## src/rtl/uart_tx_fifo.sv

```systemverilog
//------------------------------------------------------------------------------
// uart_tx_fifo : UART transmitter with configurable frame and input FIFO
// Revision     : 1.0
//------------------------------------------------------------------------------
`default_nettype none

module uart_tx_fifo #(
  parameter int CLK_FREQ   = 100_000_000,
  parameter int BAUD       = 115_200,
  parameter int DATA_BITS  = 8,
  parameter int PARITY     = 0,
  parameter int STOP_BITS  = 1,
  parameter int FIFO_DEPTH = 4
) (
  input  logic                          clk,
  input  logic                          rst,
  input  logic [DATA_BITS-1:0]          din,
  input  logic                          din_valid,
  output logic                          din_ready,
  output logic                          tx,
  output logic                          busy,
  output logic [$clog2(FIFO_DEPTH):0]   fifo_count
);

  localparam int CLKS_PER_BIT = CLK_FREQ / BAUD;
  localparam int CNT_W        = $clog2(CLKS_PER_BIT);
  localparam int AW           = $clog2(FIFO_DEPTH);
  localparam int IDX_W        = $clog2(DATA_BITS);

  localparam logic [CNT_W-1:0] BIT_LAST  = CNT_W'(CLKS_PER_BIT - 1);
  localparam logic [IDX_W-1:0] DATA_LAST = IDX_W'(DATA_BITS - 1);
  localparam logic [IDX_W-1:0] STOP_LAST = IDX_W'(STOP_BITS - 1);
  localparam logic [AW:0]      FULL      = (AW + 1)'(FIFO_DEPTH);
  localparam logic             ODD       = (PARITY == 1);

  localparam logic [2:0] S_IDLE   = 3'd0;
  localparam logic [2:0] S_START  = 3'd1;
  localparam logic [2:0] S_DATA   = 3'd2;
  localparam logic [2:0] S_PARITY = 3'd3;
  localparam logic [2:0] S_STOP   = 3'd4;

  logic [DATA_BITS-1:0] mem [FIFO_DEPTH];
  logic [AW-1:0]        wr_ptr;
  logic [AW-1:0]        rd_ptr;
  logic [2:0]           state;
  logic [CNT_W-1:0]     baud_cnt;
  logic [IDX_W-1:0]     bit_idx;
  logic [DATA_BITS-1:0] shift;
  logic                 par_bit;
  logic [DATA_BITS-1:0] head;
  logic                 push;
  logic                 pop;
  logic                 bit_end;
  logic                 stop_done;

  assign head      = mem[rd_ptr];
  assign din_ready = (fifo_count != FULL);
  assign push      = din_valid && din_ready;
  assign bit_end   = (baud_cnt == BIT_LAST);
  assign stop_done = (state == S_STOP) && bit_end && (bit_idx == STOP_LAST);
  // A queued word starts immediately from IDLE or back-to-back after the last stop bit
  assign pop       = (fifo_count != '0) && ((state == S_IDLE) || stop_done);

  always_ff @(posedge clk) begin
    if (push) begin
      mem[wr_ptr] <= din;
    end
  end

  always_ff @(posedge clk or posedge rst) begin
    if (rst) begin
      wr_ptr     <= '0;
      rd_ptr     <= '0;
      fifo_count <= '0;
    end else begin
      if (push) begin
        wr_ptr <= wr_ptr + AW'(1);
      end
      if (pop) begin
        rd_ptr <= rd_ptr + AW'(1);
      end
      case ({push, pop})
        2'b10:   fifo_count <= fifo_count + (AW + 1)'(1);
        2'b01:   fifo_count <= fifo_count - (AW + 1)'(1);
        default: fifo_count <= fifo_count;
      endcase
    end
  end

  always_ff @(posedge clk or posedge rst) begin
    if (rst) begin
      state    <= S_IDLE;
      tx       <= 1'b1;
      busy     <= 1'b0;
      baud_cnt <= '0;
      bit_idx  <= '0;
      shift    <= '0;
      par_bit  <= 1'b0;
    end else if (pop) begin
      // Parity is captured with the word so later pushes cannot disturb it
      state    <= S_START;
      tx       <= 1'b0;
      busy     <= 1'b1;
      baud_cnt <= '0;
      bit_idx  <= '0;
      shift    <= head;
      par_bit  <= (^head) ^ ODD;
    end else begin
      case (state)
        S_IDLE: begin
          tx   <= 1'b1;
          busy <= 1'b0;
        end
        S_START: begin
          if (bit_end) begin
            baud_cnt <= '0;
            state    <= S_DATA;
            tx       <= shift[0];
          end else begin
            baud_cnt <= baud_cnt + CNT_W'(1);
          end
        end
        S_DATA: begin
          if (bit_end) begin
            baud_cnt <= '0;
            if (bit_idx == DATA_LAST) begin
              bit_idx <= '0;
              if (PARITY != 0) begin
                state <= S_PARITY;
                tx    <= par_bit;
              end else begin
                state <= S_STOP;
                tx    <= 1'b1;
              end
            end else begin
              bit_idx <= bit_idx + IDX_W'(1);
              shift   <= shift >> 1;
              tx      <= shift[1];
            end
          end else begin
            baud_cnt <= baud_cnt + CNT_W'(1);
          end
        end
        S_PARITY: begin
          if (bit_end) begin
            baud_cnt <= '0;
            state    <= S_STOP;
            tx       <= 1'b1;
          end else begin
            baud_cnt <= baud_cnt + CNT_W'(1);
          end
        end
        S_STOP: begin
          if (bit_end) begin
            baud_cnt <= '0;
            if (bit_idx == STOP_LAST) begin
              bit_idx <= '0;
              state   <= S_IDLE;
              busy    <= 1'b0;
            end else begin
              bit_idx <= bit_idx + IDX_W'(1);
            end
          end else begin
            baud_cnt <= baud_cnt + CNT_W'(1);
          end
        end
        default: begin
          state <= S_IDLE;
          tx    <= 1'b1;
          busy  <= 1'b0;
        end
      endcase
    end
  end

endmodule

`default_nettype wire

```

## config.mk

```make
export PLATFORM = sky130hd
export DESIGN_NAME = uart_tx_fifo
export DESIGN_NICKNAME = d
export VERILOG_FILES = /design/src/rtl/uart_tx_fifo.sv
export SDC_FILE = /design/constraint.sdc
export NUM_CORES = 1
export LEC_CHECK = 0
export BUFFER_PORTS_ARGS = -buffer_cell sky130_fd_sc_hd__buf_2
export CORE_AREA = 10 10 85 87
export CTS_CLUSTER_DIAMETER = 40
export DETAILED_ROUTE_END_ITERATION = 10
export DIE_AREA = 0 0 95 97
export GPL_TIMING_DRIVEN = 0
export PLACE_DENSITY = 0.83
export SLEW_MARGIN = 20
export SYNTH_ARGS = -nofsm -noshare
export SYNTH_HDL_FRONTEND = slang
export SYNTH_SLANG_ARGS = --single-unit
```

## constraint.sdc

```tcl
create_clock -name clk -period 4.7 [get_ports clk]
set_input_delay 0.94 -clock clk [delete_from_list [all_inputs] [get_ports clk]]
set_output_delay 0.94 -clock clk [all_outputs]
set_load 0.05 [all_outputs]
```

==> summary.txt, run 1 <==
Global route
  • Vias in the first global route: 2,152
  • Global route overflow: 0
  • GRT Util Overall: 15.56%
  • Initial antenna violation count: 0
  • First-pass GRT wire length: 11,330 microns
  • Largest net degree at the start of global routing: 34

Yosys
  • Synth unique cells: 53
  • Syn Inst Count: 250
  • Post-synth top area share: 30.40%
  • Leading area contributor after synthesis: edfxtp_1
  • Sequential share of the synthesized area: 56.57%
  • Synth Net Count: 271
  • #FFs+latches synth: 65
  • Yosys Warn Count: 0
  • Main synth FF type: edfxtp_1
  • Share of async-settable or async-resettable flops after synthesis: 50.77%
  • Synth area leaders: edfxtp_1 30%, dfrtp_1 25%, mux4_2 5.7%
  • Commonest cells in the netlist: 32 x dfrtp_1, 32 x edfxtp_1, 15 x inv_1
  • Synth Area per Inst: 12.64 sq um
  • Post-synth EDFFs: 32
  • Synth Cell Area: 0.003161 sq mm

Clocking
  • TritonCTS buffer count: 9
  • CTS tree: done
  • Clock Sink Count: 65
  • Worst skew pair latency: 0.36 ns
  • Worst-path clk slew: 0.08 ns
  • CTS resizes: 0
  • H-tree depth: 3
  • CTS Buffer Depth: 2
  • Cts hold-fix bufs: 0
  • Clk root buf: clkbuf_8
  • Postcts setup bufs: 0

Placement
  • Post-Place Worst Slack: 1.479 ns
  • HPWL Detailed: 4456 microns
  • GP Congestion: 0.9142
  • Port Buf Inserts: 16

Pwr
  • Worst VDD drop: 0.0003707 V
  • LEAKAGE: 1.410 nW
  • Pwr/cell area: 415.6 mW/mm^2

Die
  • Io pins: 17
  • Chip width: 95 microns
  • Die Height: 97 microns
  • Core Area: 0.005473 sq mm
  • Die area: 0.009215 sq mm
  • Site row count: 27
  • Starting Density: 57.75%

Final layout
  • ANT cells: 0
  • Layout cells sized above 1: 20.21%
  • Area delta synth->final: 11.88%
  • Fin nets: 298

Timing
  • Max Slew Vio Count: 0
  • RSZ-0062 raised after global routing: no
  • Final clock skew: 0.01060 ns
  • Worst Tran Pin Value: 0.7798 ns
  • Final worst path period share: 69.05%
  • Final setup viols: 0
  • Slew Limit Headroom: 47.61%
  • Final Hold Fails: 0
  • Setup TNS: 0 ns
  • FMAX: 308.1 MHz
  • Final WS setup: 1.455 ns
  • Min Tclk post-route: 3.245 ns

Critical path
  • Worst EP required: 4.98 ns
  • Critical Path End Type: register
  • Critical Path AT: 3.52 ns
  • CP Class: reg2reg
  • CP max FO: 9
  • Critical Path Source Type: register

Route
  • Drt pass-1 iters: 4
  • Routed wire length: 6617 microns
  • Drt drc: 0
  • Via count: 2,169
  • Detail Route Antenna Nets: 0
  • Vias per cell: 6.127
  • Starting DRT DRC Count: 185
  • Drt wl/cell: 18.69 microns

Run status
  • Run status: finished, final reports clean

Flow run
  • # Max-Cap Violations: 0

Worst hold path
  • Worst min path class: reg2reg
==> area by class of cell <==
cell class,instances,area [sq um]
Fill cell,435,1937
Sequential cell,65,1788
Multi-Input combinational cell,157,1256
Clock buffer,9,123.9
Tap cell,72,90.09
Clock inverter,7,81.33
Timing Repair Buffer,16,80.08
Buffer,13,60.06
Inverter,15,56.30
==> per-layer routing <==
metal / routed length [microns] / global-route usage, % / vias up
met3: 349 / 4.780 / 20
met4: 186 / 6.751 / 0
met1: 2894 / 20.04 / 1070
met5: 0 / 0 / -
li1: - / - / 1012
met2: 3187 / 23.42 / 67
==> power breakdown <==
part	switching, mW	internal [mW]
combinational	0.169	0.0759
sequential	0.0378	0.683
clock	0.250	0.254
==> placed cells by master, fill, tap and decap left out, drive strengths merged, types with 3 or more instances in the layout <==
cell type	n
dfrtp	32
edfxtp	32
buf	20
inv	20
clkbuf	18
and3	15
nand3	11
o21ai	10
a31oi	10
nor2	9
nand2	9
a21oi	9
ha	9
mux4	8
a221o	6
xor2	5
nand4	5
nor3	4
mux2i	3
nor2b	3
o22ai	3
a211o	3
and2	3
==> sequential cells by signal (all words and copies together), names as in the netlist <==
signal and count:
bit_idx 3, state 3, baud_cnt 10, fifo_count 3, wr_ptr 2, busy 1
tx 1, rd_ptr 2, shift 8, mem 32
==> path summary, 6_finish.rpt <==
kind                                        start  slack (ns)  depth (start not counted)                        end
min reg2reg                  shift[5]$_DFFE_PP0P_        0.52                          1       shift[5]$_DFFE_PP0P_
max in group asynchronous                     rst        3.54                          2  fifo_count[2]$_DFFE_PP0P_
max reg2reg                bit_idx[0]$_DFFE_PP0P_        1.45                         11  fifo_count[2]$_DFFE_PP0P_
min                          shift[5]$_DFFE_PP0P_        0.52                          1       shift[5]$_DFFE_PP0P_
min in group asynchronous                     rst        0.70                          2    baud_cnt[0]$_DFFE_PP0P_
max                        bit_idx[0]$_DFFE_PP0P_        1.45                         11  fifo_count[2]$_DFFE_PP0P_
==> critical path, stage by stage, from the launching register on <==
cell and delay (ns):
dfrtp_1 0.41, inv_1 0.08, ha_1 0.18, or4b_4 0.51
o41a_1 0.39, nor3_4 0.47, ha_1 0.28, inv_1 0.06
fa_1 0.37, xor2_1 0.15, nor2_1 0.12, xor2_1 0.14
==> kinds of logic after synthesis <==
kind of cell    after synthesis  share of synthesized area, %
compound gates               51                         11.68
xor+xnor                      7                         1.940
buf+inv                      28                         3.681
simple gates                 76                         14.45
flops                        65                         56.57
mux                          13                         7.482
fa+ha+maj                    10                         4.196
==> metrics by stage <==
| step | instance area (sq um) | cells | utilization [%] | hold WS [ns] | total power [mW] |
|---|---|---|---|---|---|
| after floorplan | 3161 | 250 | - | 0.4717 | 0.9023 |
| after global placement | 3331 | 338 | 60.86 | 0.4956 | 0.9626 |
| after detailed placement | 3331 | 338 | 60.86 | 0.5023 | 0.9793 |
| after CTS | 3536 | 354 | 64.61 | 0.5207 | 1.479 |
| after global routing | 3536 | 354 | 64.61 | 0.5522 | 1.533 |
| final | 3536 | 354 | 64.61 | 0.5211 | 1.469 |
Note: power is estimated with default switching activity, not from simulation.
==> inputs of run 2 (changes only) <==
==> constraint.sdc (replaced) <==
create_clock -name clk -period 3.3 [get_ports clk]
set_input_delay 0.66 -clock clk [delete_from_list [all_inputs] [get_ports clk]]
set_output_delay 0.66 -clock clk [all_outputs]
set_load 0.05 [all_outputs]
==> summary.txt, run 2 (synthesized netlist as in run 1, its figures left out) <==
Run status
  • Run status: finished, final reports clean

Critical path
  • Critical Path End Type: register
  • Worst R2R Setup Slack: 0.34 ns
  • CP max stage cell: or4b_4
  • Critical Path AT: 3.24 ns
  • Slowest Stage Delay on Critical Path: 0.51 ns
  • Worst EP required: 3.58 ns
  • CP max FO: 8
  • Crit path buffers/inverters: 3
  • CP Class: reg2reg
  • Crit path cell chain: inv_1 > ha_1 > or4b_4 > o41a_1 > nor3_4 > buf_12 > ha_1 > inv_1 > fa_1 > xor2_1 > nor2_1 > xor2_1
  • Critical Path Source Type: register
  • CP delay by family, top: simple AND/OR/NAND/NOR gates

Global route
  • Vias in the first global route: 2,152
  • First-pass GRT wire length: 11,330 microns
  • Largest net degree at the start of global routing: 34
  • Initial antenna violation count: 0
  • GRT Util Overall: 15.56%
  • Global route overflow: 0

Die
  • Site row count: 27
  • Starting Density: 57.75%
  • Chip width: 95 microns
  • Die area: 0.009215 sq mm
  • Io pins: 17
  • Core Area: 0.005473 sq mm
  • Die Height: 97 microns

Timing
  • Final setup viols: 0
  • Final WS setup: 0.3379 ns
  • Final Hold Fails: 0
  • Min Tclk post-route: 2.962 ns
  • Setup TNS: 0 ns
  • FMAX: 337.6 MHz
  • Worst Tran Pin Value: 0.7934 ns
  • Slew Limit Headroom: 46.70%
  • Final worst path period share: 89.76%
  • Final clock skew: 0.009029 ns
  • Max Slew Vio Count: 0
  • RSZ-0062 raised after global routing: no

Clocking
  • Clk root buf: clkbuf_8
  • Worst-path clk slew: 0.08 ns
  • Cts hold-fix bufs: 0
  • CTS tree: done
  • TritonCTS buffer count: 9
  • CTS Buffer Depth: 2
  • Clock Sink Count: 65
  • H-tree depth: 3
  • Worst skew pair latency: 0.36 ns

Route
  • Via count: 2,189
  • Drt drc: 0
  • Detail Route Antenna Nets: 0
  • Drt wl/cell: 18.68 microns
  • Vias per cell: 6.132
  • Starting DRT DRC Count: 206
  • Routed wire length: 6667 microns
  • Drt pass-1 iters: 5

Final layout
  • Final Util: 65.25%
  • Largest regs: mem (32), baud_cnt (10), shift (8)
  • Filler cells: 430
  • Fin nets: 301
  • Top reg by flops: mem
  • Final Non-Filler Cells: 357
  • Layout cells sized above 1: 21.05%
  • Sequential cell area: 0.001788 sq mm
  • Multi-input logic area: 0.001256 sq mm
  • Area delta synth->final: 12.98%
  • Number of flip-flops in the largest register: 32
  • Commonest non-fill, non-tap cells in the layout: 32 x dfrtp_1, 32 x edfxtp_1, 18 x buf_2
  • Post-route cell area: 0.003571 sq mm
  • ANT cells: 0

Worst hold path
  • Worst min path class: in2async

Pwr
  • LEAKAGE: 1.429 nW
  • Worst VDD drop: 0.0005237 V
  • Pwr/cell area: 586.4 mW/mm^2

Placement
  • GP Congestion: 0.9142
  • Dpl cells: 338
  • Post-Place Worst Slack: 0.07919 ns
  • Placed instance area: 0.003331 sq mm
  • HPWL Detailed: 4456 microns
  • Port Buf Inserts: 16

Flow run
  • # Max-Cap Violations: 0
## run 2: metrics by stage
step / hold WS [ns] / total power [mW]
final: 0.4142 / 2.094
after global routing: 0.4800 / 2.184
after CTS: 0.4392 / 2.106
after detailed placement: 0.5023 / 1.395
after global placement: 0.4956 / 1.371
after floorplan: 0.4717 / 1.285
## run 2: repair_timing
| item | 4_1_cts | 5_1_grt |
|---|---|---|
| endpoints found under the setup margin | 0 | 1 |
| resized for setup | 0 | 0 |
| setup buffers | 0 | 3 |
## run 2: area by class of cell
cell class / count / area share [%]
Sequential cell: 65 / 50.07
Clock buffer: 9 / 3.469
Timing Repair Buffer: 19 / 3.224
Clock inverter: 7 / 2.278
Tap cell: 72 / 2.523
Buffer: 13 / 1.682
Inverter: 15 / 1.577
Multi-Input combinational cell: 157 / 35.18
## run 2: worst paths after layout
check | cells after the start | endpoint | start
hold / removal | 2 | fifo_count[0]$_DFFE_PP0P_ | rst
min in group clk | 1 | mem[1][7]$_DFFE_PP_ | din[7]
setup reg to reg | 12 | fifo_count[2]$_DFFE_PP0P_ | bit_idx[0]$_DFFE_PP0P_
hold reg to reg | 1 | shift[0]$_DFFE_PP0P_ | shift[0]$_DFFE_PP0P_
setup / recovery | 12 | fifo_count[2]$_DFFE_PP0P_ | bit_idx[0]$_DFFE_PP0P_
max in group asynchronous | 2 | shift[1]$_DFFE_PP0P_ | rst
## run 2: routing by layer
metal	vias to the layer above	track usage, %	part of all wire [%]	wire, microns
met5	-	0	0	0
met4	0	6.751	2.9	191
met3	21	4.780	4.9	326
met2	63	23.42	48	3225
met1	1087	20.04	44	2923
li1	1018	-	-	-
## run 2: power breakdown
part           switching, mW  total, mW  internal, mW
Sequential            0.0541       1.03         0.973
Combinational          0.240      0.348         0.108
Clock                  0.357      0.719         0.362
Total                  0.651       2.09          1.44
==> inputs of run 3 (changes only) <==
==> constraint.sdc (replaced) <==
create_clock -name clk -period 2.8 [get_ports clk]
set_input_delay 0.56 -clock clk [delete_from_list [all_inputs] [get_ports clk]]
set_output_delay 0.56 -clock clk [all_outputs]
set_load 0.05 [all_outputs]
==> summary.txt, run 3 (synthesized netlist as in run 1, its figures left out) <==
Global route
  • Largest net degree at the start of global routing: 34
  • First-pass GRT wire length: 10,770 microns
  • Initial antenna violation count: 0
  • Global route overflow: 0
  • Vias in the first global route: 2,255
  • GRT Util Overall: 14.58%

Placement
  • HPWL Detailed: 4212 microns
  • Port Buf Inserts: 16
  • Dpl cells: 338
  • GP Congestion: 0.9212

Route
  • Drt drc: 0
  • Detail Route Antenna Nets: 0
  • Drt wl/cell: 17.39 microns
  • Via count: 2,193
  • Drt pass-1 iters: 5
  • Routed wire length: 6311 microns
  • Vias per cell: 6.041
  • Starting DRT DRC Count: 189

Clocking
  • CTS tree: done
  • H-tree depth: 3
  • Clock Sink Count: 65
  • TritonCTS buffer count: 9
  • Worst skew pair latency: 0.34 ns
  • Cts hold-fix bufs: 0
  • CTS Buffer Depth: 2
  • Clk root buf: clkbuf_8
  • Worst-path clk slew: 0.08 ns

Critical path
  • CP Class: reg2reg
  • Worst EP required: 3.07 ns
  • CP max FO: 2
  • Critical Path Source Type: register
  • Critical Path AT: 3.02 ns
  • Critical Path End Type: register

Pwr
  • LEAKAGE: 1.437 nW
  • Worst VDD drop: 0.0004912 V
  • Pwr/cell area: 648.4 mW/mm^2
  • Tot Pwr: 2.331 mW

Final layout
  • Number of flip-flops in the largest register: 32
  • Area delta synth->final: 13.74%
  • Final Non-Filler Cells: 363
  • Layout cells sized above 1: 24.05%
  • Largest regs: mem (32), baud_cnt (10), shift (8)
  • Top reg by flops: mem
  • Fin nets: 307
  • Commonest non-fill, non-tap cells in the layout: 32 x dfrtp_1, 32 x edfxtp_1, 18 x buf_2
  • ANT cells: 0

Timing
  • Final worst path period share: 98.49%
  • WHS: 0.3242 ns
  • Final clock skew: 0.009109 ns
  • Worst Tran Pin Value: 0.7542 ns
  • Final setup viols: 0
  • FMAX: 362.6 MHz
  • RSZ-0062 raised after global routing: yes
  • Final Hold Fails: 0
  • Min Tclk post-route: 2.758 ns
  • Slew Limit Headroom: 49.33%
  • Max Slew Vio Count: 0

Die
  • Core Area: 0.005473 sq mm
  • Die area: 0.009215 sq mm
  • Starting Density: 57.75%
  • Site row count: 27
  • Die Height: 97 microns
  • Chip width: 95 microns
  • Io pins: 17

Run status
  • Run status: finished, final reports clean

Worst hold path
  • Worst min path class: in2async

Flow run
  • # Max-Cap Violations: 0
-- run 3: per-layer routing --
layer	global-route usage, %	vias to the layer above	share of wire [%]
met2	22.32	76	51
met1	18.35	1082	42
met5	0	-	0
met3	3.701	11	5.2
li1	-	1024	-
met4	7.666	0	1.9
-- run 3: path summary, 6_finish.rpt --
path,slack (ns),cells past startpoint,to,from
setup / recovery,0.04,11,fifo_count[2]$_DFFE_PP0P_,bit_idx[0]$_DFFE_PP0P_
hold / removal,0.32,2,busy$_DFFE_PP0P_,rst
setup reg to reg,0.04,11,fifo_count[2]$_DFFE_PP0P_,bit_idx[0]$_DFFE_PP0P_
hold reg to reg,0.52,1,shift[4]$_DFFE_PP0P_,shift[5]$_DFFE_PP0P_
max in group asynchronous,2.02,2,wr_ptr[0]$_DFFE_PP0P_,rst
min in group clk,0.43,1,mem[3][5]$_DFFE_PP_,din[5]
-- run 3: final cells by class --
type                            instances  area [sq um]
Buffer                                 13         60.06
Clock buffer                            9         123.9
Clock inverter                          7         55.05
Fill cell                             398          1878
Inverter                               15         56.30
Multi-Input combinational cell        157          1274
Sequential cell                        65          1788
Tap cell                               72         90.09
Timing Repair Buffer                   25         147.6
-- run 3: stage by stage --
| step | cell area [sq um] | utilization [%] | setup TNS [ns] | setup WS [ns] |
|---|---|---|---|---|
| after global routing | 3595 | 65.68 | -0.04188 | -0.04188 |
| after CTS | 3580 | 65.41 | -0.09778 | -0.09778 |
| final | 3595 | 65.68 | 0 | 0.04227 |
| after global placement | 3331 | 60.86 | -0.2890 | -0.2387 |
| after detailed placement | 3331 | 60.86 | -0.4013 | -0.3017 |
| after floorplan | 3161 | - | -0.01281 | -0.01281 |
-- run 3: timing repair --
item / CTS / global route
setup buffers: 7 / 2
endpoints found under the setup margin: 2 / 2
resized for setup: 6 / 0
pin swaps: 4 / 4
-- run 3: power breakdown --
group / internal, mW / total, mW / leakage [nW] / switching, mW
combinational: 0.129 / 0.407 / 0.661 / 0.278
sequential: 1.15 / 1.21 / 0.695 / 0.0601
clock: 0.328 / 0.718 / 0.0814 / 0.390
-- run 3: worst max-delay path: stages (launching register included) --
cell,delay (ns)
dfrtp_1,0.41
inv_2,0.09
ha_4,0.13
or4b_4,0.46
o41a_1,0.38
nor3_4,0.20
ha_2,0.24
inv_2,0.04
fa_2,0.33
xor2_1,0.14
nor2_1,0.11
xor2_1,0.15
